--- src/rtl/clock_group_reset_sequencer.sv ---
// clock_group_reset_sequencer
// Fans one clock domain out to NUM_MEMBERS members: releases member resets in a
// staggered sequence after power-on, then services single-member re-reset
// requests through a req/ack handshake, lowest index first.
module clock_group_reset_sequencer #(
    parameter int unsigned NUM_MEMBERS = 4,
    parameter int unsigned SYNC_STAGES = 2,
    parameter int unsigned GAP_CYCLES  = 8,
    parameter int unsigned GAP_W       = $clog2(GAP_CYCLES + 1)
) (
    input  logic                   clock,
    input  logic                   reset,
    input  logic [NUM_MEMBERS-1:0] member_rst_req,
    output logic [NUM_MEMBERS-1:0] member_rst_ack,
    output logic [NUM_MEMBERS-1:0] auto_out_member_reset,
    output logic [NUM_MEMBERS-1:0] auto_out_member_clock_en,
    output logic                   all_ready
);

    localparam int unsigned      IDX_W      = (NUM_MEMBERS > 1) ? $clog2(NUM_MEMBERS) : 1;
    localparam logic [GAP_W-1:0] GAP_RELOAD = GAP_W'(GAP_CYCLES - 1);
    localparam logic [IDX_W-1:0] LAST_IDX   = IDX_W'(NUM_MEMBERS - 1);

    typedef enum logic [1:0] {
        HOLD,
        SEQ,
        RUN,
        MRST
    } state_t;

    state_t                   state_q, state_d;
    logic [SYNC_STAGES-1:0]   sync_q;
    logic                     rst_sync;
    logic [GAP_W-1:0]         gap_q, gap_d;
    // idx doubles as the release pointer in SEQ and the member under re-reset in MRST
    logic [IDX_W-1:0]         idx_q, idx_d;
    logic [NUM_MEMBERS-1:0]   mrst_q, mrst_d;
    logic [NUM_MEMBERS-1:0]   clken_q, clken_d;
    logic [NUM_MEMBERS-1:0]   ack_q, ack_d;
    logic                     ready_q, ready_d;
    logic [NUM_MEMBERS-1:0]   pending;
    logic                     found;
    logic [IDX_W-1:0]         pick;

    function automatic logic [NUM_MEMBERS-1:0] onehot(input logic [IDX_W-1:0] i);
        logic [NUM_MEMBERS-1:0] v;
        v = '0;
        for (int unsigned k = 0; k < NUM_MEMBERS; k++) begin
            if (IDX_W'(k) == i) v[k] = 1'b1;
        end
        return v;
    endfunction

    // Reset synchroniser: asserts asynchronously, releases after SYNC_STAGES edges
    always_ff @(posedge clock or negedge reset) begin
        if (!reset) sync_q <= '0;
        else        sync_q <= {sync_q[SYNC_STAGES-2:0], 1'b1};
    end

    assign rst_sync = ~sync_q[SYNC_STAGES-1];

    // State and output registers
    always_ff @(posedge clock or negedge reset) begin
        if (!reset) begin
            state_q <= HOLD;
            gap_q   <= '0;
            idx_q   <= '0;
            mrst_q  <= '1;
            clken_q <= '0;
            ack_q   <= '0;
            ready_q <= 1'b0;
        end else begin
            state_q <= state_d;
            gap_q   <= gap_d;
            idx_q   <= idx_d;
            mrst_q  <= mrst_d;
            clken_q <= clken_d;
            ack_q   <= ack_d;
            ready_q <= ready_d;
        end
    end

    // Next-state and next-output logic; requests acked this cycle are masked
    always_comb begin
        state_d = state_q;
        gap_d   = gap_q;
        idx_d   = idx_q;
        mrst_d  = mrst_q;
        clken_d = clken_q;
        ack_d   = '0;
        ready_d = ready_q;
        pending = member_rst_req & ~ack_q;
        found   = 1'b0;
        pick    = '0;
        for (int unsigned k = 0; k < NUM_MEMBERS; k++) begin
            if (pending[k] && !found) begin
                found = 1'b1;
                pick  = IDX_W'(k);
            end
        end
        case (state_q)
            HOLD: begin
                if (!rst_sync) begin
                    state_d = SEQ;
                    clken_d = '1;
                    idx_d   = '0;
                    gap_d   = GAP_RELOAD;
                end
            end
            SEQ: begin
                if (gap_q == '0) begin
                    mrst_d = mrst_q & ~onehot(idx_q);
                    gap_d  = GAP_RELOAD;
                    if (idx_q == LAST_IDX) begin
                        state_d = RUN;
                        ready_d = 1'b1;
                    end else begin
                        idx_d = idx_q + IDX_W'(1);
                    end
                end else begin
                    gap_d = gap_q - GAP_W'(1);
                end
            end
            RUN: begin
                if (found) begin
                    state_d = MRST;
                    idx_d   = pick;
                    mrst_d  = mrst_q | onehot(pick);
                    ready_d = 1'b0;
                    gap_d   = GAP_RELOAD;
                end
            end
            MRST: begin
                if (gap_q == '0) begin
                    mrst_d  = mrst_q & ~onehot(idx_q);
                    ack_d   = onehot(idx_q);
                    ready_d = 1'b1;
                    state_d = RUN;
                end else begin
                    gap_d = gap_q - GAP_W'(1);
                end
            end
            default: state_d = HOLD;
        endcase
    end

    assign member_rst_ack           = ack_q;
    assign auto_out_member_reset    = mrst_q;
    assign auto_out_member_clock_en = clken_q;
    assign all_ready                = ready_q;

endmodule
--- config.mk ---
export PLATFORM = sky130hd
export DESIGN_NAME = clock_group_reset_sequencer
export DESIGN_NICKNAME = d
export VERILOG_FILES = /design/src/rtl/clock_group_reset_sequencer.sv
export SDC_FILE = /design/constraint.sdc
export NUM_CORES = 1
export LEC_CHECK = 0
export BUFFER_PORTS_ARGS = -buffer_cell sky130_fd_sc_hd__buf_2
export CAP_MARGIN = 20
export CORE_ASPECT_RATIO = 0.75
export CORE_MARGIN = 2
export CORE_UTILIZATION = 38
export CTS_CLUSTER_DIAMETER = 30
export CTS_CLUSTER_SIZE = 8
export DETAILED_ROUTE_END_ITERATION = 8
export GPL_ROUTABILITY_DRIVEN = 0
export GPL_TIMING_DRIVEN = 0
export REMOVE_ABC_BUFFERS = 1
export SLEW_MARGIN = 20
export SYNTH_ARGS = -nofsm -noshare
export SYNTH_HDL_FRONTEND = slang
export SYNTH_SLANG_ARGS = --single-unit
--- constraint.sdc ---
create_clock -name clock -period 2.36 [get_ports clock]
set_clock_uncertainty 0.05 [all_clocks]
set_input_delay 0.708 -clock clock [delete_from_list [all_inputs] [get_ports clock]]
set_output_delay 0.708 -clock clock [all_outputs]
set_load 0.02 [all_outputs]
==> results of run 1 <==
## state kept, by name, summed over array words and instances (netlist names)
register and count:
state_q 2, auto_out_member_reset 4, sync_q 2, all_ready 1, gap_q 4, idx_q 2
member_rst_ack 4, auto_out_member_clock_en 1
## worst max-delay path, stage by stage, from the launching register on
cell and delay, ns:
dfrtp_1 0.41, inv_1 0.13, ha_1 0.23, inv_2 0.08
or3_4 0.45, o211ai_4 0.23, mux2_4 0.32
## power by group
| group | switching, W | internal (W) | total [W] |
|---|---|---|---|
| clock network | 0.000109 | 0.000148 | 0.000258 |
| logic | 0.000338 | 0.000256 | 0.000593 |
| registers | 0.0000577 | 0.000447 | 0.000504 |
## Yosys cell counts (2+ instances only)
master	count	area (um^2)
a21oi_1	5	25.0
a22o_1	3	26.3
a31oi_1	3	18.8
and3_1	5	31.3
buf_4	3	22.5
dfrtp_1	16	400
dfstp_2	4	105
ha_1	11	138
inv_1	11	41.3
mux2i_1	3	30.0
nand2_1	3	11.3
nand2b_1	2	12.5
nor2_1	4	15.0
nor2b_1	5	31.3
nor3_1	2	10.0
nor3b_1	2	15.0
o21ai_1	2	10.0
o21ai_2	2	17.5
o2bb2ai_1	3	26.3
## layer usage
metal | vias to the layer above | part of all wire, %
met2 | 24 | 42
met5 | - | 0
met1 | 419 | 51
met3 | 2 | 6.6
li1 | 444 | -
met4 | 0 | 0.72
## per-stage QoR
step	total power (W)	instance area, um^2	utilization [%]
floorplan	0.000963	1200	-
global placement	0.00110	1330	44.2
detailed placement	0.00111	1330	44.2
CTS	0.00137	1390	46.0
global route	0.00146	1390	46.0
finish	0.00136	1390	46.0
## kinds of logic after synthesis
logic type | after synthesis | share of synthesized area, %
AO/OA/AOI/OAI | 32 | 22.8
AND/OR/NAND/NOR | 29 | 14.4
flip-flops | 20 | 41.0
buffers and inverters | 17 | 6.69
adder cells (fa/ha/maj) | 11 | 11.2
multiplexers | 4 | 3.65
other | 1 | 0.304
## final cells by class
cell class / count / area (um^2)
sequential: 20 / 505
fill: 286 / 1630
multi-input combinational: 77 / 646
inverter: 12 / 45.0
tap: 38 / 47.5
timing repair buffer: 18 / 90.1
clock buffer: 4 / 55.1
## how the worst max path moves through the flow
stage / start / depth (start not counted) / slack, ns / endpoint
after floorplan: member_rst_req[1] / 4 / 0.40 / idx_q[0]
after global placement: member_rst_req[1] / 5 / 0.23 / idx_q[0]
after detailed placement: member_rst_req[1] / 5 / 0.23 / idx_q[0]
after CTS: state_q[0] / 6 / 0.34 / idx_q[0]
after global routing: state_q[0] / 6 / 0.24 / idx_q[0]
final: state_q[0] / 6 / 0.35 / idx_q[0]
==> flow_metrics.py, run 1 <==
metrics = {
    "status": {
        "status": "finished, final reports clean",
    },
    "floorplanning": {
        "coreArea_um2": 3020,
        "row_count": 17,
        "dieArea_um2": 3720,
        "start_util_pct": 40.8,
        "die-width_um": 69.8,
        "die_y_um": 53.3,
        "ioPinCount": 19,
    },
    "grt": {
        "grt_pass1_vias": 829,
        "antenna_found_initial": 0,
        "grt_use_met1_pct": 19.7,
        "track_usage_pct": 14.0,
        "use_met3_pct": 4.95,
        "busiest_layer": "met2",
        "use_met2_pct": 20.2,
        "grt_max_degree": 21,
        "grt_pass1_wl_um": 3980,
        "grt-ovfl-total": 0,
    },
    "logic_synthesis": {
        "ys_async_sr_fraction_pct": 100,
        "ys.flop_type": "dfrtp_1",
        "synth_area_um2": 1230,
        "ys_seq_elements": 20,
        "synth_edf_count": 0,
        "syn_inst": 114,
        "avgSynthCellArea_um2": 10.8,
        "ys_seq_area_share_pct": 41.0,
        "ys_warn_count": 0,
        "synth.distinct_cells": 44,
    },
    "critical_path": {
        "r2r-end": "idx_q[0]",
        "required_ns": 2.45,
        "r2r-start": "state_q[0]",
        "r2r_slack_ns": 0.35,
        "crit_type": "reg -> reg",
        "crit_fanout": 7,
        "cp.arrival_ns": 2.10,
        "cp-start-kind": "flip-flop",
        "reg2reg_depth": 6,
        "endpoint_kind": "flip-flop",
    },
    "hold_path": {
        "hold_end": "sync_q[1]",
        "hp-start": "sync_q[0]",
        "worstHoldPathType": "reg -> reg",
        "hold_depth": 0,
    },
    "drt": {
        "via_count": 889,
        "routed_wl_um": 2350,
        "drt_iter0_drc": 66,
        "firstDrtPassIters": 4,
        "antenna_left": 0,
        "wl_per_cell_um": 13.9,
        "drcViolationCount": 0,
        "via_per_inst": 5.26,
    },
    "cells_and_area": {
        "drive_gt1_share_pct": 29.0,
        "final_common_cell": "buf_2",
        "final_cell_mix": "buf_2, dfrtp_1, inv_1, ha_1",
        "layout.nets": 149,
        "layout.cells.non_filler": 169,
        "area_growth_pct": 12.6,
        "diodes": 0,
    },
    "timing": {
        "finalMaxSlewViolations": 0,
        "maxSlewHeadroom_pct": 48.8,
        "hold_viol_final": 0,
        "finalSetupTns_ns": 0,
        "tightest_slew_ns": 0.766,
        "rsz0062_at_grt": "false",
        "timing.fmax_ghz": 0.497,
        "finalHoldWorstSlack_ns": 0.302,
        "post-route-period-util_pct": 85.2,
        "fin_crit_ns": 2.01,
        "setup_viol_count_final": 0,
        "timing.final.ws_setup_ns": 0.349,
    },
    "cts": {
        "cts_buffer_depth": 2,
        "clock-sinks": 20,
        "cts_resized": 0,
        "clk_pin_slew_ns": 0.07,
        "h-tree-depth": 1,
        "post-cts-setup-buffers": 0,
        "cts_tree": "yes",
        "insertion_delay_ns": 0.25,
        "numCtsBuffers": 3,
        "cts_hold_buf": 0,
        "cts-root-buf": "clkbuf_8",
    },
    "power": {
        "leakagePower_nw": 0.685,
        "p_per_area_nw_per_um2": 976,
        "ir_drop_mv": 0.601,
    },
    "placed_design": {
        "dpl.hpwl_um": 1830,
        "dp_slack_ns": 0.232,
        "port_buffers": 18,
        "dp.cells": 165,
    },
    "job": {
        "cap_viol_max_count": 0,
    },
}
Power figures use the tool's default switching activity.
==> run 2, diff against run 1 <==
- RECOVER_POWER: unset -> 25
==> run 2 against run 1 <==
Net effect: final cell count did not move; via count did not move; combinational power barely moved; first-iteration DRC count did not move; utilization barely moved; sequential power barely moved; critical path depth did not move; sequential cell count did not move; sequential share of layout area barely moved; worst hold slack did not move; worst setup slack did not move; routed wire length barely moved; highest routed layer unchanged.
==> flow_metrics.py, run 2 (synthesis results as in run 1) <==
metrics = {
    "power": {
        "switchingPower_w": 0.000505,
        "ir_drop_mv": 0.601,
        "fin_total_pwr_w": 0.00136,
        "internal-power_w": 0.000850,
        "leakagePower_nw": 0.682,
        "seq_power_share_pct": 37.2,
        "p_per_area_nw_per_um2": 977,
        "sw_frac_of_total_pct": 37.3,
        "power_frac_comb_pct": 43.8,
        "p_clk_share_pct": 19.0,
    },
    "drt": {
        "wl_per_cell_um": 13.9,
        "drcViolationCount": 0,
        "drt_iter0_drc": 66,
        "antenna_left": 0,
        "routed_wl_um": 2350,
        "via_count": 889,
        "via_per_inst": 5.26,
        "firstDrtPassIters": 4,
    },
    "timing": {
        "finalMaxSlewViolations": 0,
        "rsz0062_at_grt": "false",
        "finalSetupTns_ns": 0,
        "hold_viol_final": 0,
        "tightest_slew_ns": 1.04,
        "post-route-period-util_pct": 85.2,
        "fin_crit_ns": 2.01,
        "setup_viol_count_final": 0,
        "maxSlewHeadroom_pct": 30.4,
        "finalHoldWorstSlack_ns": 0.302,
        "timing.fmax_ghz": 0.497,
    },
    "status": {
        "status": "finished, final reports clean",
    },
    "floorplanning": {
        "row_count": 17,
        "coreArea_um2": 3020,
        "die-width_um": 69.8,
        "start_util_pct": 40.8,
        "ioPinCount": 19,
        "die_y_um": 53.3,
        "dieArea_um2": 3720,
    },
    "cells_and_area": {
        "final_cell_mix": "buf_2, dfrtp_1, inv_1, ha_1",
        "drive_gt1_share_pct": 28.2,
        "fillers": 287,
        "area_growth_pct": 12.5,
        "final_common_cell": "buf_2",
        "diodes": 0,
        "layout.cells.non_filler": 169,
        "stdcell_area_um2": 1390,
        "layout.nets": 149,
    },
    "critical_path": {
        "cp.arrival_ns": 2.10,
        "cp-start-kind": "flip-flop",
        "crit_fanout": 7,
        "crit_type": "reg -> reg",
        "endpoint_kind": "flip-flop",
        "required_ns": 2.45,
    },
    "placed_design": {
        "dp.cells": 165,
        "dpl.hpwl_um": 1830,
        "post_dp_cell_area_um2": 1330,
        "port_buffers": 18,
    },
    "cts": {
        "cts_buffer_depth": 2,
        "cts-root-buf": "clkbuf_8",
        "h-tree-depth": 1,
        "cts_hold_buf": 0,
        "cts_tree": "yes",
        "insertion_delay_ns": 0.25,
        "clk_pin_slew_ns": 0.07,
        "clock-sinks": 20,
        "cts_resized": 0,
        "post-cts-setup-buffers": 0,
        "numCtsBuffers": 3,
    },
    "grt": {
        "grt-ovfl-total": 0,
        "track_usage_pct": 14.0,
        "grt_max_degree": 21,
        "grt_pass1_wl_um": 3980,
        "grt_pass1_vias": 829,
        "antenna_found_initial": 0,
    },
    "hold_path": {
        "worstHoldPathType": "reg -> reg",
    },
    "job": {
        "cap_viol_max_count": 0,
    },
}
[run 2: worst paths after layout]
check	from	endpoint	slack, ns	cells past startpoint
max reg2reg	state_q[0]	idx_q[0]	0.35	6
max in group asynchronous	reset	idx_q[0]	1.07	1
min	sync_q[0]	sync_q[1]	0.30	0
max	state_q[0]	idx_q[0]	0.35	6
min in group asynchronous	reset	gap_q[2]	0.56	1
min reg2reg	sync_q[0]	sync_q[1]	0.30	0
[run 2: final cells by class]
class                   instances  area, um^2  share of cell area, %
clock buffers                   4        55.1                   3.97
inverters                      12        45.0                   3.25
well taps                      38        47.5                   3.43
repair buffers                 18        88.8                   6.40
flip-flops and latches         20         505                   36.4
multi-input cells              77         646                   46.5
[run 2: routing by layer]
metal / track usage (%) / vias to the layer above / routed length, um
met1: 19.7 / 419 / 1200
met5: 0 / - / 0
met4: 4.17 / 0 / 17
li1: - / 444 / -
met2: 20.2 / 24 / 978
met3: 4.95 / 2 / 156
[run 2: power by group through the flow]
stage	Sequential, W	Combinational (W)	Clock [W]
final	0.000504	0.000593	0.000258
after global routing	0.000520	0.000660	0.000281
after CTS	0.000506	0.000598	0.000268
after detailed placement	0.000512	0.000594	0
after floorplan	0.000555	0.000408	0
after global placement	0.000507	0.000589	0
[run 2: stage by stage]
step                      setup slack (ns)  util, %
after global placement               0.229     44.2
after global routing                 0.245     45.9
after detailed placement             0.232     44.2
after CTS                            0.336     46.0
after floorplan                      0.397        -
final                                0.349     45.9
[run 2: worst max-delay path, cell delays in order (launching register included)]
cell and delay (ns):
dfrtp_1 0.41, inv_1 0.13, ha_1 0.23, inv_2 0.08, or3_4 0.45, o211ai_4 0.23
mux2_4 0.32
==> run 3, diff against run 2 <==
- PLACE_DENSITY: unset -> 0.63
==> run 3 against run 2 <==
Net effect: clock power down 10%; worst hold slack better by 0.00065 ns; critical path depth unchanged; utilization down 0.33 points; sequential power about the same; register-to-register slack worse by 0.04 ns; critical endpoint unchanged; largest cell class unchanged; largest power group unchanged.
==> flow_metrics.py, run 3 (synthesis results as in run 1) <==
metrics = {
    "critical_path": {
        "r2r-start": "state_q[0]",
        "endpoint_kind": "flip-flop",
        "crit_type": "reg -> reg",
        "crit_fanout": 7,
        "required_ns": 2.46,
        "cp.arrival_ns": 2.15,
        "cp-start-kind": "flip-flop",
        "startpoint": "state_q[0]",
    },
    "cts": {
        "numCtsBuffers": 3,
        "post-cts-setup-buffers": 0,
        "cts_hold_buf": 0,
        "clock-sinks": 20,
        "cts-root-buf": "clkbuf_8",
        "cts_buffer_depth": 2,
        "h-tree-depth": 1,
        "clk_pin_slew_ns": 0.07,
        "insertion_delay_ns": 0.26,
        "cts_resized": 0,
        "cts_tree": "yes",
    },
    "power": {
        "power_frac_comb_pct": 44.8,
        "p_clk_share_pct": 17.3,
        "switchingPower_w": 0.000508,
        "leakagePower_nw": 0.676,
        "ir_drop_mv": 0.446,
        "internal-power_w": 0.000823,
        "sw_frac_of_total_pct": 38.2,
        "seq_power_share_pct": 37.9,
        "p_per_area_nw_per_um2": 967,
    },
    "drt": {
        "via_per_inst": 5.27,
        "antenna_left": 0,
        "drcViolationCount": 0,
        "via_count": 891,
        "firstDrtPassIters": 4,
        "wl_per_cell_um": 14.3,
        "routed_wl_um": 2410,
        "drt_iter0_drc": 38,
    },
    "grt": {
        "antenna_found_initial": 0,
        "track_usage_pct": 15.1,
        "grt_pass1_wl_um": 4240,
        "grt-ovfl-total": 0,
        "grt_max_degree": 21,
        "grt_pass1_vias": 920,
    },
    "cells_and_area": {
        "diodes": 0,
        "seq_area_um2": 505,
        "fillers": 306,
        "final_common_cell": "buf_2",
        "multi_input_area_um2": 646,
        "area_growth_pct": 11.7,
        "layout.cells.non_filler": 169,
        "drive_gt1_share_pct": 27.5,
        "layout.nets": 149,
        "final_cell_mix": "buf_2, dfrtp_1, inv_1, ha_1",
    },
    "timing": {
        "timing.final.ws_setup_ns": 0.309,
        "tightest_slew_ns": 1.05,
        "finalHoldWorstSlack_ns": 0.303,
        "finalMaxSlewViolations": 0,
        "fin_crit_ns": 2.05,
        "rsz0062_at_grt": "false",
        "finalSetupTns_ns": 0,
        "maxSlewHeadroom_pct": 29.9,
        "hold_viol_final": 0,
        "setup_viol_count_final": 0,
        "post-route-period-util_pct": 86.9,
        "timing.fmax_ghz": 0.488,
    },
    "placed_design": {
        "dp_slack_ns": 0.223,
        "dpl.hpwl_um": 1880,
        "port_buffers": 18,
        "dp.cells": 165,
    },
    "floorplanning": {
        "coreArea_um2": 3020,
        "die-width_um": 69.8,
        "ioPinCount": 19,
        "row_count": 17,
        "start_util_pct": 40.8,
        "die_y_um": 53.3,
        "dieArea_um2": 3720,
    },
    "status": {
        "status": "finished, final reports clean",
    },
    "job": {
        "cap_viol_max_count": 0,
    },
    "hold_path": {
        "worstHoldPathType": "reg -> reg",
        "hp-start": "sync_q[0]",
    },
}
run 3: cell counts in the layout (fill, tap and decap cells not counted):
No cell type changed its count.
run 3: power by group through the flow:
stage	clock network [W]	registers, W	logic, W
final	0.000231	0.000505	0.000596
after global routing	0.000258	0.000520	0.000664
after CTS	0.000239	0.000504	0.000603
after detailed placement	0	0.000509	0.000602
after global placement	0	0.000507	0.000589
after floorplan	0	0.000555	0.000408
run 3: layout make-up:
| class | count | area share, % |
|---|---|---|
| multi-input cells | 77 | 46.9 |
| clock buffers | 4 | 3.27 |
| well taps | 38 | 3.45 |
| flip-flops and latches | 20 | 36.7 |
| inverters | 12 | 3.27 |
| repair buffers | 18 | 6.45 |
run 3: worst max-delay path, stage by stage (launching register included):
cell and delay [ns]:
dfrtp_1 0.40, inv_1 0.13, ha_1 0.25, inv_2 0.09
or3_4 0.46, o211ai_4 0.24, mux2_4 0.32
run 3: final timing paths:
check	end	slack, ns	cells past startpoint
worst max register to register	idx_q[0]	0.31	6
min in group asynchronous	sync_q[1]	0.56	1
worst min-delay path	sync_q[1]	0.30	0
worst min register to register	sync_q[1]	0.30	0
worst max-delay path	idx_q[0]	0.31	6
max in group asynchronous	member_rst_ack[1]	1.07	1
run 3: layer usage:
| layer | wire, um | share of wire [%] | up-vias | global-route usage, % |
|---|---|---|---|---|
| met4 | 10 | 0.42 | 0 | 3.21 |
| li1 | - | - | 442 | - |
| met3 | 112 | 4.6 | 2 | 4.19 |
| met1 | 1200 | 50 | 430 | 20.2 |
| met2 | 1090 | 45 | 17 | 24.6 |
| met5 | 0 | 0 | - | 0 |
run 3: through the flow:
stage | utilization [%] | area [um^2] | power (W)
floorplan | - | 1200 | 0.000963
global placement | 44.2 | 1330 | 0.00110
detailed placement | 44.2 | 1330 | 0.00111
CTS | 45.7 | 1380 | 0.00135
global route | 45.6 | 1380 | 0.00144
finish | 45.6 | 1380 | 0.00133
